--- config.mk ---
export PLATFORM = sky130hd
export DESIGN_NAME = vga_pixel_fifo
export DESIGN_NICKNAME = d
export VERILOG_FILES = /design/src/rtl/vga_pkg.sv /design/src/rtl/vga_fifo_mem.sv /design/src/rtl/vga_pixel_fifo.sv
export SDC_FILE = /design/constraint.sdc
export NUM_CORES = 1
export LEC_CHECK = 0
export ABC_AREA = 1
export BUFFER_PORTS_ARGS = -buffer_cell sky130_fd_sc_hd__buf_2
export CELL_PAD_IN_SITES_DETAIL_PLACEMENT = 0
export CELL_PAD_IN_SITES_GLOBAL_PLACEMENT = 1
export CORE_MARGIN = 3
export CORE_UTILIZATION = 40
export CTS_CLUSTER_SIZE = 20
export DETAILED_ROUTE_END_ITERATION = 7
export PLACE_DENSITY = 0.79
export SETUP_SLACK_MARGIN = 0.15
export SKIP_CTS_REPAIR_TIMING = 1
export SYNTH_ARGS = -nofsm -noshare
export SYNTH_HDL_FRONTEND = slang
export SYNTH_SLANG_ARGS = --single-unit
--- constraint.sdc ---
create_clock -name clk_50Mhz -period 2.4 [get_ports clk_50Mhz]
set_input_delay 0.48 -clock clk_50Mhz [delete_from_list [all_inputs] [get_ports clk_50Mhz]]
set_output_delay 0.48 -clock clk_50Mhz [all_outputs]
set_load 0.01 [all_outputs]
--- src/rtl/vga_pkg.sv ---
// Shared pixel definitions for the VGA pixel path.
// Pixels are stored as {r,g,b} with red in the top bit.
package vga_pkg;
  localparam int PIX_W = 3;
  localparam int R_BIT = 2;
  localparam int G_BIT = 1;
  localparam int B_BIT = 0;
  localparam logic [PIX_W-1:0] BLACK_PIXEL = 3'b000;
endpackage

--- src/rtl/vga_fifo_mem.sv ---
// Register-file storage for the pixel FIFO.
// Synchronous write and asynchronous read, so it maps to LUT RAM.
module vga_fifo_mem #(
  parameter int DEPTH = 16,
  parameter int PIX_W = 3,
  localparam int AW = $clog2(DEPTH)
) (
  input  logic             clk,
  input  logic             we,
  input  logic [AW-1:0]    waddr,
  input  logic [PIX_W-1:0] wdata,
  input  logic [AW-1:0]    raddr,
  output logic [PIX_W-1:0] rdata
);

  logic [PIX_W-1:0] mem [DEPTH];

  always_ff @(posedge clk) begin
    if (we) mem[waddr] <= wdata;
  end

  assign rdata = mem[raddr];

endmodule

--- src/rtl/vga_pixel_fifo.sv ---
// Pixel prefetch FIFO in front of vga_driver.
// Registered pixel output with sticky and counted underflow status.
module vga_pixel_fifo #(
  parameter int DEPTH   = 16,
  parameter int PIX_W   = 3,
  parameter int UFLOW_W = 8,
  localparam int AW = $clog2(DEPTH),
  localparam int LW = AW + 1
) (
  input  logic               clk_50Mhz,
  input  logic               reset_,
  input  logic               i_flush,
  input  logic               i_clr_stat,
  input  logic               i_wr_valid,
  input  logic [PIX_W-1:0]   i_wr_pixel,
  output logic               o_wr_ready,
  input  logic               i_fetch,
  output logic               o_pixel_r,
  output logic               o_pixel_g,
  output logic               o_pixel_b,
  output logic [LW-1:0]      o_level,
  output logic               o_empty,
  output logic               o_full,
  output logic               o_underflow,
  output logic [UFLOW_W-1:0] o_uflow_cnt
);

  import vga_pkg::*;

  localparam logic [LW-1:0] FULL_LVL = LW'(DEPTH);
  localparam logic [UFLOW_W-1:0] CNT_ONE = 1;

  logic [AW-1:0]      wr_ptr;
  logic [AW-1:0]      rd_ptr;
  logic [LW-1:0]      level;
  logic [PIX_W-1:0]   pix;
  logic [PIX_W-1:0]   head;
  logic               uflow_q;
  logic [UFLOW_W-1:0] cnt_q;
  logic               empty;
  logic               full;
  logic               push_acc;
  logic               pop_acc;
  logic               uflow;

  assign empty = (level == '0);
  assign full  = (level == FULL_LVL);

  // Flush swallows both sides of the handshake for that cycle.
  assign push_acc = i_wr_valid && !full && !i_flush;
  assign pop_acc  = i_fetch && !empty && !i_flush;
  assign uflow    = i_fetch && empty && !i_flush;

  vga_fifo_mem #(
    .DEPTH(DEPTH),
    .PIX_W(PIX_W)
  ) u_mem (
    .clk   (clk_50Mhz),
    .we    (push_acc),
    .waddr (wr_ptr),
    .wdata (i_wr_pixel),
    .raddr (rd_ptr),
    .rdata (head)
  );

  always_ff @(posedge clk_50Mhz or negedge reset_) begin
    if (!reset_) begin
      wr_ptr <= '0;
      rd_ptr <= '0;
      level  <= '0;
      pix    <= BLACK_PIXEL;
    end else if (i_flush) begin
      wr_ptr <= '0;
      rd_ptr <= '0;
      level  <= '0;
      pix    <= BLACK_PIXEL;
    end else begin
      if (push_acc) wr_ptr <= wr_ptr + AW'(1);
      if (pop_acc) begin
        rd_ptr <= rd_ptr + AW'(1);
        pix    <= head;
      end else if (uflow) begin
        pix    <= BLACK_PIXEL;
      end
      level <= level + LW'(push_acc) - LW'(pop_acc);
    end
  end

  always_ff @(posedge clk_50Mhz or negedge reset_) begin
    if (!reset_) begin
      uflow_q <= 1'b0;
      cnt_q   <= '0;
    end else if (i_clr_stat) begin
      uflow_q <= 1'b0;
      cnt_q   <= '0;
    end else if (uflow) begin
      uflow_q <= 1'b1;
      if (cnt_q != '1) cnt_q <= cnt_q + CNT_ONE;
    end
  end

  assign o_wr_ready  = !full;
  assign o_level     = level;
  assign o_empty     = empty;
  assign o_full      = full;
  assign o_underflow = uflow_q;
  assign o_uflow_cnt = cnt_q;
  assign o_pixel_r   = pix[R_BIT];
  assign o_pixel_g   = pix[G_BIT];
  assign o_pixel_b   = pix[B_BIT];

endmodule

==> impl_results.rst <==
.. list-table::
   :header-rows: 1

   * - Metric
     - Value
   * - Endpoint kind of the worst setup timing path
     - flip-flop
   * - Cell accounting for the most synthesized area
     - edfxtp_1
   * - Port Buffers
     - 28
   * - Number of vias after detailed routing
     - 2535
   * - Tightest Pin Transition
     - 595 ps
   * - Most Frequent Cell on Critical Path
     - inv_2
   * - Clock Skews
     - 16.3 ps
   * - Detailed-placement wirelength estimate
     - 5.17 mm
   * - Worst Hold Class
     - input port to async pin
   * - DRT antenna net count
     - 0
   * - Number of DRC markers after the initial detailed-route iteration
     - 280
   * - Startpoint of the lowest-slack register-to-register path
     - o_level[3]$_DFF_PN0_
   * - Compound-gate portion of the synthesized area
     - 3.20%
   * - End of the worst register-to-register path
     - o_level[4]$_DFF_PN0_
   * - Startpoint type of the worst setup path
     - flip-flop
   * - Area enclosed by the die boundary
     - 9740 um2
   * - Chip width
     - 98.7 um
   * - Worst reg-to-reg path cell count
     - 17
   * - Maximum operating frequency
     - 408 MHz
   * - Initial standard-cell utilization of the core
     - 41.4%
   * - Global Route met1 Usage
     - 21.4%
   * - Post-Synthesis Cells
     - 358
   * - Critical path cell sequence
     - inv_2 -> ha_4 -> nand4_1 -> nand2_1 -> inv_2 -> nand2_2 -> inv_2 -> ha_4 -> inv_4 -> ha_4 -> inv_2 -> fa_2 -> nor2_2 -> nor2_1 -> nor2_2 -> o21a_1 -> nor3_1
   * - Fraction of synthesized area in multiplexers
     - 0%
   * - Number of distinct standard cells referenced by the synthesized netlist
     - 26
   * - Netlist area before placement
     - 3440 um2
   * - Clk_lat worst skew
     - 350 ps
   * - Layout area overhead
     - 19.1%
   * - Worst IR Drop VDD
     - 0.553 mV
   * - Number of pins with negative max-slew slack in the final report
     - 0
   * - Core footprint
     - 8300 um2
   * - Synth Area in Simple Gates
     - 25.3%
   * - Max-slew headroom
     - 60.0%
   * - Global-route wire length before repair
     - 11.9 mm
   * - Total of warnings raised by yosys
     - 0
   * - Adder-Cell Fraction of Synth Area
     - 4.95%
   * - Longest individual stage delay on the worst path
     - 390 ps
   * - Unrepaired setup endpoints after global routing
     - true
   * - Reg-to-reg setup timing slack
     - -50 ps
   * - Failing checks
     - setup timing
   * - Tot GR Track Use
     - 15.7%
   * - Average wire per standard cell
     - 14.1 um
   * - Combinational family with the most area after synthesis
     - simple AND/OR/NAND/NOR gates
   * - Power per Cell Area
     - 932 nW/um2
   * - Number of global-route vias before repair
     - 2406
   * - DR pass1 iterations
     - 4
   * - Number of vias per cell
     - 4.90
   * - Maximum number of pins on one net before global-route repair
     - 27
   * - Rows
     - 33
   * - Nets in the synthesized netlist
     - 380
   * - Final number of setup-violating endpoints
     - 1
   * - Placer's final routability congestion estimate
     - 0.786
   * - Met3 usage
     - 3.11%
   * - Period utilization
     - 102%
   * - Fraction of final layout cells with drive strength greater than 1
     - 21.4%
   * - Highest net fanout along the worst path
     - 3
   * - Run status
     - finished with violations
   * - Commonest cells after routing, fill and taps aside
     - nand2_1 (102), nand3_1 (52), edfxtp_1 (48)
   * - Die Ht
     - 98.7 um
   * - Final period demand of the worst path
     - 2450 ps
   * - Busiest grt layer
     - met2
   * - Max clock buf depth
     - 2
   * - Post-place instance area
     - 3790 um2
   * - TritonCTS buffer count
     - 9
   * - DRC violations left
     - 0
   * - Clock transition at the register clock pins on the worst setup and hold paths after CTS
     - 80 ps
   * - Share of the yosys chip area belonging to registers
     - 60.1%
   * - Wire length after detailed routing
     - 7.27 mm
   * - Number of nets at the end of the flow
     - 429
   * - Count of buffer and inverter cells on the critical path
     - 5
   * - Boundary pin count
     - 29
   * - Global-route track usage on met2
     - 24.5%
   * - Seq cells post-synth
     - 73
   * - Worst Slack Setup Final
     - -51.1 ps
   * - Worst endpoint data arrival time
     - 2670 ps
   * - XOR/XNOR Fraction of Synth Area
     - 1.27%
   * - Final std cell area, no fill
     - 4090 um2
   * - Reported max-cap violation count
     - 0
   * - Critical path data required time
     - 2620 ps
   * - Clock H-tree levels
     - 3
   * - Leak
     - 1.78 nW
   * - Root Driver
     - clkbuf_8
   * - Number of sinks on the clock net
     - 73
   * - Hold Violations, Final
     - 0
   * - Average cell area after synthesis
     - 9.60 um2
   * - TritonCTS clock tree
     - built
   * - Initial antenna violation count
     - 0
   * - Dominant cells by area after synthesis
     - edfxtp_1 (42%), dfrtp_1 (18%), nand2_1 (11%), nand3_1 (7.6%), ha_1 (4.4%)
   * - Leading cell type in the layout, fill and taps excluded
     - nand2_1
   * - Area share of the leading cell type in the synthesized netlist
     - 41.9%
   * - Top Family by Delay on Critical Path
     - adder cells
   * - Setup slack at placement
     - -88.9 ps
   * - CP max stage cell
     - dfrtp_1
   * - Overall overflow remaining after global route
     - 0
   * - # diodes
     - 0
   * - Critical path type
     - flip-flop to flip-flop
stage by stage:
step | utilization [%] | setup TNS, ps | cells | hold slack (ps) | power (W)
after CTS | 48.3 | -115 | 510 | 141 | 0.00371
after global routing | 49.3 | -180 | 517 | 157 | 0.00405
after floorplan | - | -78.0 | 358 | 184 | 0.00225
final | 49.3 | -51.1 | 517 | 125 | 0.00381
after global placement | 45.7 | 0 | 494 | 469 | 0.00261
after detailed placement | 45.7 | -88.9 | 494 | 475 | 0.00265
metal layers:
metal	up-vias	wire length, um
met1	1181	3350
met5	-	0
met2	49	3470
met3	12	294
li1	1293	-
met4	0	151
how the worst max path moves through the flow:
stage	cells past startpoint	slack, ps	to	startpoint
final	17	-50	o_level[4]$_DFF_PN0_	o_level[3]$_DFF_PN0_
after global placement	17	40	o_level[4]$_DFF_PN0_	o_level[2]$_DFF_PN0_
after detailed placement	17	-90	o_level[4]$_DFF_PN0_	o_level[3]$_DFF_PN0_
after CTS	17	-120	o_level[4]$_DFF_PN0_	o_level[3]$_DFF_PN0_
after floorplan	16	-80	o_level[4]$_DFF_PN0_	o_level[3]$_DFF_PN0_
after global routing	17	-180	o_level[4]$_DFF_PN0_	o_level[3]$_DFF_PN0_
cell families (layout without fill, tap and decap cells):
kind of cell,after synthesis,in the layout
simple gates,208,208
buf+inv,41,95
xor+xnor,5,5
flops,73,73
fa+ha+maj,13,13
compound gates,18,18
Yosys cell counts (all sizes together):
library cell,number
a21o,1
a21oi,4
buf,9
clkbuf,2
clkinv,1
dfrtp,25
edfxtp,48
fa,1
ha,12
inv,29
nand2,104
nand3,52
nand4,2
nor2,36
nor3,13
o21a,1
o21ai,11
o21bai,1
or2,1
xnor2,1
xor2,4
power breakdown:
group / leakage (nW) / internal, W / switching (W) / total, W
combinational: 0.895 / 0.000509 / 0.000729 / 0.00124
sequential: 0.771 / 0.00144 / 0.0000713 / 0.00151
clock: 0.112 / 0.000595 / 0.000475 / 0.00107
area by class of cell:
class | instances | area (um2)
Timing Repair Buffer | 49 | 298
Clock buffer | 9 | 124
Fill cell | 757 | 4210
Sequential cell | 73 | 2070
Multi-Input combinational cell | 244 | 1260
Inverter | 30 | 115
Clock inverter | 7 | 98.8
Tap cell | 105 | 131
state kept, by name (all words and copies together) (netlist names):
name,flops
o_level,5
o_uflow_cnt,8
o_underflow,1
pix,3
rd_ptr,4
u_mem.mem,48
wr_ptr,4
No activity file was read; power rests on OpenSTA's default activity.
